`src/rtl/ysyx_24100029_ifu_prefetch.sv`:
```
// Prefetching IFU: AXI4 read master with several single-beat reads in flight feeding an in-order queue.
// Optional IFU_PERF_CNT_EN adds perf_fetch_cnt / perf_drop_cnt outputs.
//
// state   | meaning
// --------+-------------------------------------------------------------
// S_FETCH | normal operation, new ARs issued while credit allows
// S_FLUSH | after redirect, waiting for stale beats / pending AR to clear
// S_HALT  | faulting entry queued, no new ARs until a redirect
module ysyx_24100029_ifu_prefetch #(
   parameter logic [31:0] RESET_PC = 32'h3000_0000,
   parameter int          FQ_DEPTH = 4,
   parameter int          MAX_OUT  = 2,
   parameter logic [3:0]  AXI_ID   = 4'h0
) (
   input  logic        clock,
   input  logic        reset,
   input  logic        redirect_valid,
   input  logic [31:0] redirect_pc,
   output logic        valid,
   input  logic        ready,
   output logic [31:0] pc,
   output logic [31:0] inst,
   output logic        fault,
   output logic        arvalid,
   input  logic        arready,
   output logic [31:0] araddr,
   output logic [3:0]  arid,
   output logic [7:0]  arlen,
   output logic [2:0]  arsize,
   output logic [1:0]  arburst,
   input  logic        rvalid,
   output logic        rready,
   input  logic [31:0] rdata,
   input  logic [1:0]  rresp,
   input  logic        rlast,
`ifdef IFU_PERF_CNT_EN
   output logic [31:0] perf_fetch_cnt,
   output logic [31:0] perf_drop_cnt,
`endif
   input  logic [3:0]  rid
);

   localparam int PW = $clog2(FQ_DEPTH);
   localparam int TW = (MAX_OUT > 1) ? $clog2(MAX_OUT) : 1;

   typedef enum logic [1:0] {S_FETCH, S_FLUSH, S_HALT} state_t;

   state_t        state, state_next;
   logic [31:0]   fpc;
   logic [31:0]   araddr_q;
   logic          arvalid_q;
   logic [PW-1:0] head, tail;
   logic [7:0]    count, outstanding, drop_cnt;
   logic [7:0]    out_after, cnt_after, drop_next;
   logic [TW-1:0] tag_wr, tag_rd;

   logic [31:0]   q_pc   [FQ_DEPTH];
   logic [31:0]   q_inst [FQ_DEPTH];
   logic          q_fault[FQ_DEPTH];
   logic [31:0]   tag_mem[MAX_OUT];

   logic ar_accept, ar_hold, push, pop, push_fault, launch, arvalid_next;
   logic unused_ok;

   function automatic logic [TW-1:0] tag_inc(input logic [TW-1:0] p);
      return (p == TW'(MAX_OUT - 1)) ? '0 : p + TW'(1);
   endfunction

   assign ar_accept  = arvalid_q & arready;
   assign ar_hold    = arvalid_q & ~arready;
   assign push       = rvalid && (drop_cnt == 8'd0) && !redirect_valid;
   assign pop        = valid && ready && !redirect_valid;
   assign push_fault = (rresp != 2'b00);

   assign out_after = outstanding + {7'd0, ar_accept} - {7'd0, rvalid};
   assign cnt_after = redirect_valid ? 8'd0 : (count + {7'd0, push} - {7'd0, pop});

   // Credit is judged on post-cycle occupancy so issue can continue back-to-back.
   assign launch = !redirect_valid && (state_next == S_FETCH) && !ar_hold &&
                   (out_after < 8'(MAX_OUT)) && ((out_after + cnt_after) < 8'(FQ_DEPTH));
   assign arvalid_next = ar_hold | launch;

   always_comb begin
      state_next = state;
      drop_next  = drop_cnt;
      if (redirect_valid) begin
         // every response owed for a request issued before the redirect is stale
         drop_next  = outstanding - {7'd0, rvalid} + {7'd0, arvalid_q};
         state_next = (drop_next != 8'd0 || ar_hold) ? S_FLUSH : S_FETCH;
      end else begin
         if (rvalid && drop_cnt != 8'd0) drop_next = drop_cnt - 8'd1;
         case (state)
            S_FETCH: if (push && push_fault) state_next = S_HALT;
            S_FLUSH: if (drop_cnt == 8'd0 && !arvalid_q) state_next = S_FETCH;
            default: state_next = state;
         endcase
      end
   end

   always_ff @(posedge clock) begin
      if (!reset) begin
         state       <= S_FETCH;
         fpc         <= RESET_PC;
         araddr_q    <= '0;
         arvalid_q   <= 1'b0;
         head        <= '0;
         tail        <= '0;
         count       <= '0;
         outstanding <= '0;
         drop_cnt    <= '0;
         tag_wr      <= '0;
         tag_rd      <= '0;
      end else begin
         state       <= state_next;
         arvalid_q   <= arvalid_next;
         outstanding <= out_after;
         drop_cnt    <= drop_next;
         count       <= cnt_after;
         if (redirect_valid)
            fpc <= {redirect_pc[31:2], 2'b00};
         else if (launch)
            fpc <= fpc + 32'd4;
         if (launch) araddr_q <= fpc;
         if (redirect_valid) begin
            head <= '0;
            tail <= '0;
         end else begin
            if (push) begin
               q_pc[tail]    <= tag_mem[tag_rd];
               q_inst[tail]  <= rdata;
               q_fault[tail] <= push_fault;
               tail          <= tail + PW'(1);
            end
            if (pop) head <= head + PW'(1);
         end
         // tag FIFO tracks every issued address, dropped or not, to stay aligned with R order
         if (ar_accept) begin
            tag_mem[tag_wr] <= araddr_q;
            tag_wr          <= tag_inc(tag_wr);
         end
         if (rvalid) tag_rd <= tag_inc(tag_rd);
      end
   end

`ifdef IFU_PERF_CNT_EN
   always_ff @(posedge clock) begin
      if (!reset) begin
         perf_fetch_cnt <= '0;
         perf_drop_cnt  <= '0;
      end else begin
         if (ar_accept) perf_fetch_cnt <= perf_fetch_cnt + 32'd1;
         if (rvalid && (redirect_valid || drop_cnt != 8'd0)) perf_drop_cnt <= perf_drop_cnt + 32'd1;
      end
   end
`endif

   assign valid   = (count != 8'd0);
   assign pc      = valid ? q_pc[head]   : '0;
   assign inst    = valid ? q_inst[head] : '0;
   assign fault   = valid ? q_fault[head] : 1'b0;
   assign arvalid = arvalid_q;
   assign araddr  = araddr_q;
   assign arid    = AXI_ID;
   assign arlen   = 8'd0;
   assign arsize  = 3'b010;
   assign arburst = 2'b01;
   assign rready  = 1'b1;

   assign unused_ok = ^{redirect_pc[1:0], rlast, rid};

endmodule
```
`config.mk`:
```
export PLATFORM = sky130hd
export DESIGN_NAME = ysyx_24100029_ifu_prefetch
export DESIGN_NICKNAME = d
export VERILOG_FILES = /design/src/rtl/ysyx_24100029_ifu_prefetch.sv
export SDC_FILE = /design/constraint.sdc
export NUM_CORES = 1
export LEC_CHECK = 0
export BUFFER_PORTS_ARGS = -buffer_cell sky130_fd_sc_hd__buf_2
export CORE_MARGIN = 5
export CORE_UTILIZATION = 60
export DETAILED_ROUTE_END_ITERATION = 10
export PLACE_DENSITY = 0.77
export RECOVER_POWER = 50
export SLEW_MARGIN = 25
export SYNTH_ARGS = -nofsm -noshare
export SYNTH_HDL_FRONTEND = slang
export SYNTH_SLANG_ARGS = --single-unit
```
`constraint.sdc`:
```
create_clock -name clock -period 16.67 [get_ports clock]
set_input_delay 0.8335 -clock clock [delete_from_list [all_inputs] [get_ports clock]]
set_output_delay 0.8335 -clock clock [all_outputs]
set_load 0.02 [all_outputs]
```
==> results of run 1 <==
## cell families after synthesis
| family | after synthesis |
|---|---|
| and+or+nand+nor | 332 |
| other | 2 |
| DFF | 408 |
| adders and majority gates | 38 |
| xor gates and xnor gates | 28 |
| buffers and inverters | 125 |
| muxes | 128 |
| AOI/OAI and AO/OA | 138 |
## worst paths after layout
path         cells after the start            end      startpoint
min reg2reg                      0  tag_mem[1][2]       araddr[2]
max reg2reg                     21     araddr[18]     drop_cnt[2]
min                              0  tag_mem[1][2]       araddr[2]
max                             23     araddr[18]  redirect_valid
## metrics by stage
stage          area [sq um]  hold WS, ps  total power, mW  cells
2_1_floorplan         17510        479.9            1.829   1219
3_3_place_gp          18550        464.5            2.062   1698
3_5_place_dp          18550        465.1            2.077   1698
4_1_cts               19940        488.8            3.009   1772
5_1_grt               19830        517.9            3.140   1772
6_report              19830        487.1            2.983   1772
## cell usage in the layout (no fill, tap or decap), drive strengths merged, types with 16 or more instances in the layout
| master | netlist | routed |
|---|---|---|
| edfxtp | 312 | 312 |
| clkbuf | 46 | 128 |
| buf | 38 | 109 |
| dfxtp | 96 | 96 |
| nor2 | 77 | 77 |
| nor2b | 74 | 74 |
| mux4 | 63 | 63 |
| inv | 41 | 42 |
| o21ai | 41 | 41 |
| nand2 | 38 | 38 |
| ha | 35 | 35 |
| mux2 | 33 | 33 |
| mux2i | 32 | 32 |
| nor3 | 23 | 23 |
| conb | 2 | 22 |
| a21oi | 20 | 20 |
| a31oi | 19 | 19 |
| xnor2 | 17 | 17 |
| and2 | 16 | 16 |
## sequential cells by signal, summed over array words and instances (netlist names), named ones only
name,flops
head,2
arvalid,1
araddr,30
fpc,30
q_inst,128
state,2
tail,2
tag_mem,60
count,8
q_pc,120
tag_rd,1
outstanding,8
q_fault,4
drop_cnt,8
tag_wr,1
## critical path, delay by kind of cell
kind / cells / cell delay, ps
buf+inv: 6 / 3700
compound gates: 5 / 1490
fa+ha+maj: 4 / 1380
simple gates: 6 / 960
mux: 1 / 260
xor+xnor: 1 / 220
## power by group through the flow
stage	combinational (mW)	sequential, mW	clock, mW
after floorplan	0.662	1.17	0
after global placement	0.886	1.18	0
after detailed placement	0.899	1.18	0
after CTS	0.909	1.16	0.943
after global routing	0.987	1.16	0.991
final	0.901	1.16	0.925
## final cells by class
type	instances	area [sq um]	share of cell area, %
flip-flops and latches	408	11300	56.97
multi-input cells	686	5682	28.66
clock buffers	58	1182	5.964
repair buffers	179	830.8	4.190
well taps	384	480.5	2.423
clock inverters	16	201.4	1.016
inverters	41	153.9	0.7762
## per-layer routing
metal	vias to the layer above	global-route usage [%]	part of all wire, %
met4	0	4.628	2.0
met3	50	3.654	7.0
li1	4841	-	-
met2	403	37.73	50
met5	-	0	0
met1	5195	31.31	41
## synth_stat cells, types with 5 or more instances
cell,n
xnor2_1,17
and2_1,16
or4_1,12
nor4_1,14
buf_4,22
nor2_1,77
buf_2,5
buf_1,11
nor3_1,23
nand2b_1,5
a21oi_1,20
dfxtp_1,96
o31ai_1,14
clkbuf_1,46
a31oi_1,19
nand2_1,38
and4_1,10
mux2i_1,32
nor2b_1,74
mux2_2,33
mux4_2,63
xor2_1,11
or3_1,11
inv_1,41
o21ai_0,39
and3_1,11
nand3_1,12
a211oi_1,14
nand4_1,15
edfxtp_1,312
ha_1,35
==> flow_summary.json, run 1 <==
{
  "status": "finished with violations",
  "violations": "max-capacitance violations, max-slew violations",
  "ant_nets": 0,
  "hold_path.class": "reg -> reg",
  "path_clk_slew_ps": 60,
  "r2r_slack_ps": 9950,
  "htree_levels": 2,
  "cp_common_cell": "nor2_1",
  "powerDensity_mw_per_mm2": 150.5,
  "hold_viol": 0,
  "critical_path.endpoint_type": "flip-flop",
  "yosys_warnings": 0,
  "drtPass1Iterations": 5,
  "place_congestion": 0.8501,
  "max_freq_ghz": 0.1161,
  "yosys.area_share.simple_pct": 10.38,
  "clock_power_share_pct": 31.0,
  "synth_top_family_by_area": "multiplexers",
  "syn-instance-count": 1199,
  "die_w_microns": 180.5,
  "core_sq_mm": 0.02870,
  "tns_ps": 0,
  "synth_edf_count": 312,
  "finish.utilization_pct": 69.08,
  "antenna_found_initial": 0,
  "power.internal_mw": 2.005,
  "drtIter0Drc": 695,
  "clock_skew_ps": 13.47,
  "vdd_drop_max_mv": 0.1327,
  "synth-xor-area-share_pct": 1.407,
  "async_flop_share_pct": 0,
  "grt_max_degree": 65,
  "fin_crit_sh_pct": 51.66,
  "grt_pass1_vias": 10370,
  "routedWlPerCell_microns": 20.66,
  "die_area_sq_mm": 0.03257,
  "vias": 10490,
  "syn_area_per_cell_sq_um": 14.54,
  "power.switching_mw": 0.9784,
  "synth_adder_area_share_pct": 2.856,
  "nets": 1473,
  "post-dp-hpwl_microns": 22700,
  "startpoint_type": "input port",
  "cts_resized": 0,
  "worst_pin_slew_ps": 2803,
  "final_layout_size_suffix_gt1_share_pct": 17.87,
  "rsz0062_at_grt": "false",
  "fp-row-count": 62,
  "cts_tree": "done",
  "slew_headroom_pct": -86.86,
  "grt_overflow": 0,
  "die_y_microns": 180.5,
  "cpPeakStageDelay_ps": 1890,
  "switching_share_pct": 32.80,
  "postCtsSetupRepairBufs": 0,
  "cp_max_fo": 64,
  "cts_hold_buffers": 0,
  "cts.sinks": 408,
  "post-place-ws_ps": 9864,
  "finalSetupViolCount": 0,
  "synth.area.mux_share_pct": 12.11,
  "drt_wl_total_microns": 36610,
  "pin_count": 194,
  "start_util_pct": 60.75,
  "ys_seq_elements": 408,
  "nFillCells": 2001,
  "fin_crit_ps": 8613,
  "layout_setup_ws_ps": 8057,
  "synth_area_sq_mm": 0.01744,
  "cp_data_required_time_ps": 16960,
  "synth_compound_area_share_pct": 5.246,
  "drc": 0,
  "numCtsBuffers": 42,
  "ys.flop_type": "edfxtp_1",
  "yosysTopAreaCell": "edfxtp_1",
  "post_drt_via_cell_ratio": 5.919,
  "yosys-top-cells-area": "edfxtp_1, dfxtp_1, mux4_2, nor2b_1, ha_1",
  "track_usage_pct": 22.35,
  "leakagePower_nw": 6.754,
  "pwr-share-seq_pct": 38.8,
  "clock_latency_ps": 530,
  "drv_slew": 227,
  "path_class": "in -> reg",
  "path_cells": "buf_2, clkbuf_1, inv_1, clkbuf_1, nand2b_1, ha_1, inv_1, ha_1, fa_1, a21oi_1, o21bai_1, a21oi_1, nor2_1, nor2_1, xor2_1, nor2_1, ha_1, or4b_1, a211o_1, a211oi_4, buf_4, mux2i_1, nor2_1",
  "slowest_stage": "clkbuf_1",
  "portBuffers": 164,
  "drv_cap": 6,
  "area_growth_pct": 13.71,
  "combinationalPowerShare_pct": 30.2,
  "worst_ep_arrival_time_ps": 8900,
  "synth.yosys.seq_area_share_pct": 64.76,
  "synth_cell_type_count": 62,
  "synth_top_area_share_pct": 53.74,
  "grt_pass1_wl_microns": 58190,
  "antennaDiodeCount": 0,
  "cts_buffer_depth": 3,
  "root_buffer": "clkbuf_16"
}
No activity file was read; power rests on OpenSTA's default activity.
==> inputs of run 2 (changes only) <==
ABC_AREA = 1   (was not set)
CORE_UTILIZATION = 53   (was 60)
PLACE_DENSITY = 0.72   (was 0.77)
clock period = 7.55 ns   (was 16.67 ns; I/O delays follow)
==> flow_summary.json, run 2 <==
{
  "status": "finished with violations",
  "violations": "max-capacitance violations, max-slew violations",
  "finalSetupViolCount": 0,
  "yosys_warnings": 0,
  "antenna_found_initial": 0,
  "htree_levels": 2,
  "die_y_microns": 195.1,
  "drt_wl_total_microns": 41000,
  "yosys-top-cells-count": "nor2_1, edfxtp_1, nand2_1",
  "powerDensity_mw_per_mm2": 320.3,
  "synth_adder_area_share_pct": 2.743,
  "ys.flop_type": "edfxtp_1",
  "vdd_drop_max_mv": 0.2905,
  "holdPathStages": 3,
  "async_flop_share_pct": 0,
  "synth_cell_type_count": 40,
  "clock_latency_ps": 530,
  "path_clk_slew_ps": 60,
  "synth_compound_area_share_pct": 8.131,
  "postCtsSetupRepairBufs": 0,
  "largest_reg_flops": 128,
  "die_w_microns": 195.1,
  "antennaDiodeCount": 0,
  "worst_pin_slew_ps": 3979,
  "final_common_cell": "nor2_1",
  "post_drt_via_cell_ratio": 5.302,
  "pin_count": 194,
  "fin_crit_ps": 5454,
  "cts_hold_buffers": 0,
  "worst_ep_arrival_time_ps": 5680,
  "start_util_pct": 53.88,
  "rsz0062_at_grt": "false",
  "synth.area.mux_share_pct": 1.861,
  "slew_headroom_pct": -165.2,
  "hold_path.class": "in -> reg",
  "clock_skew_ps": 17.59,
  "reg2reg_depth": 27,
  "hold_viol": 0,
  "numCtsBuffers": 41,
  "final_layout_size_suffix_gt1_share_pct": 9.895,
  "die_area_sq_mm": 0.03806,
  "max_freq_ghz": 0.1834,
  "synth_edf_count": 312,
  "critical_path.endpoint_type": "flip-flop",
  "post-place-ws_ps": 2293,
  "post-dp-hpwl_microns": 24840,
  "synth.yosys.seq_area_share_pct": 62.18,
  "yosys-top-cells-area": "edfxtp_1, dfxtp_1, nor2_1, nand2_1, o21ai_0",
  "drv_cap": 4,
  "cts_tree": "done",
  "finalPower_mw": 6.566,
  "grt_pass1_wl_microns": 65640,
  "cts_buffer_depth": 3,
  "startpoint_type": "flip-flop",
  "final_cell_mix": "nor2_1, edfxtp_1, nand2_1",
  "track_usage_pct": 20.98,
  "grt_overflow": 0,
  "syn-instance-count": 1829,
  "fp-row-count": 67,
  "routedWlPerCell_microns": 16.81,
  "yosysTopAreaCell": "edfxtp_1",
  "ys_seq_elements": 408,
  "path_class": "reg -> reg",
  "synth_top_family_by_area": "simple AND/OR/NAND/NOR gates",
  "place_congestion": 0.9048,
  "portBuffers": 164,
  "drtPass1Iterations": 5,
  "vias": 12930,
  "synthMostInstantiatedCell": "nor2_1",
  "cp_max_fo": 89,
  "ant_nets": 0,
  "layout_setup_ws_ps": 2096,
  "core_sq_mm": 0.03370,
  "grt_max_degree": 90,
  "area_growth_pct": 12.89,
  "fin_crit_sh_pct": 72.24,
  "synth-xor-area-share_pct": 1.158,
  "yosys.area_share.simple_pct": 18.01,
  "largestRegisters": "q_inst x128, q_pc x120, tag_mem x60",
  "leakagePower_nw": 7.969,
  "synth_top_area_share_pct": 51.60,
  "cts_resized": 0,
  "drc": 0,
  "drv_slew": 180,
  "grt_pass1_vias": 12530,
  "cp_data_required_time_ps": 7770,
  "syn_area_per_cell_sq_um": 9.928,
  "nets": 2076,
  "drtIter0Drc": 797,
  "largest_register": "q_inst",
  "synth_area_sq_mm": 0.01816,
  "root_buffer": "clkbuf_16",
  "tns_ps": 0,
  "cts.sinks": 408
}
-- run 2: cell types whose count changed in the layout (fill, tap and decap cells not counted), sizes merged, moves of 74 or more --
| cell | previous run | this run |
|---|---|---|
| nand2 | 38 | 260 |
| o21ai | 41 | 148 |
| inv | 42 | 144 |
| a21oi | 20 | 124 |
| nor2 | 77 | 365 |
| nor2b | 74 | 0 |
-- run 2: final timing paths --
path / start / endpoint / slack (ps)
worst max-delay path: drop_cnt[0] / araddr[2] / 2100
worst min-delay path: redirect_pc[28] / fpc[28] / 90
worst max register to register: drop_cnt[0] / araddr[2] / 2100
worst min register to register: tag_wr / tag_wr / 480
-- run 2: layout make-up --
class | count | area [sq um]
Clock buffer | 51 | 1130
Clock inverter | 22 | 207.7
Fill cell | 2815 | 13200
Inverter | 144 | 540.5
Multi-Input combinational cell | 1186 | 5916
Sequential cell | 408 | 11300
Tap cell | 448 | 560.5
Timing Repair Buffer | 180 | 847.1
-- run 2: cell families (layout without fill, tap and decap cells) --
logic type,count (synthesis),in the layout
AOI/OAI and AO/OA,287,287
xor gates and xnor gates,24,24
adders and majority gates,38,38
buffers and inverters,255,397
DFF,408,408
muxes,30,30
other,2,22
and+or+nand+nor,785,785
-- run 2: report_power, final --
part	internal, mW	total [mW]	switching [mW]
Combinational	0.630	2.02	1.39
Clock	1.20	2.02	0.820
Sequential	2.48	2.53	0.0539
-- run 2: critical path: stages, from the launching register on --
cell	delay, ps
dfxtp_1	320
inv_1	100
ha_1	150
nand2_1	60
nor3_1	410
nand2_1	210
ha_1	330
inv_1	40
ha_1	190
fa_1	420
a31oi_1	200
nor2_1	100
nor2_1	90
o21bai_1	80
nor2_1	140
nor3_1	80
ha_1	380
nand2_1	80
or2_2	290
nand3_1	100
inv_1	40
nand3_1	70
nand2_1	60
nand3_2	80
buf_4	680
inv_1	200
nand2_1	140
a21oi_1	70
-- run 2: metrics by stage --
step / utilization [%] / hold slack, ps / cells / area [sq um]
2_1_floorplan: - / 435.7 / 1849 / 18230
6_report: 60.82 / 85.84 / 2439 / 20500
4_1_cts: 61.09 / 42.56 / 2439 / 20590
5_1_grt: 60.82 / 82.50 / 2439 / 20500
3_5_place_dp: 57.12 / 471.8 / 2366 / 19250
3_3_place_gp: 57.12 / 446.2 / 2366 / 19250
-- run 2: layer usage --
| layer | global-route usage, % | up-vias | wire length (microns) |
|---|---|---|---|
| met4 | 5.120 | 0 | 763 |
| li1 | - | 6392 | - |
| met1 | 29.39 | 6136 | 18250 |
| met3 | 3.584 | 56 | 2518 |
| met5 | 0 | - | 0 |
| met2 | 34.54 | 347 | 19460 |
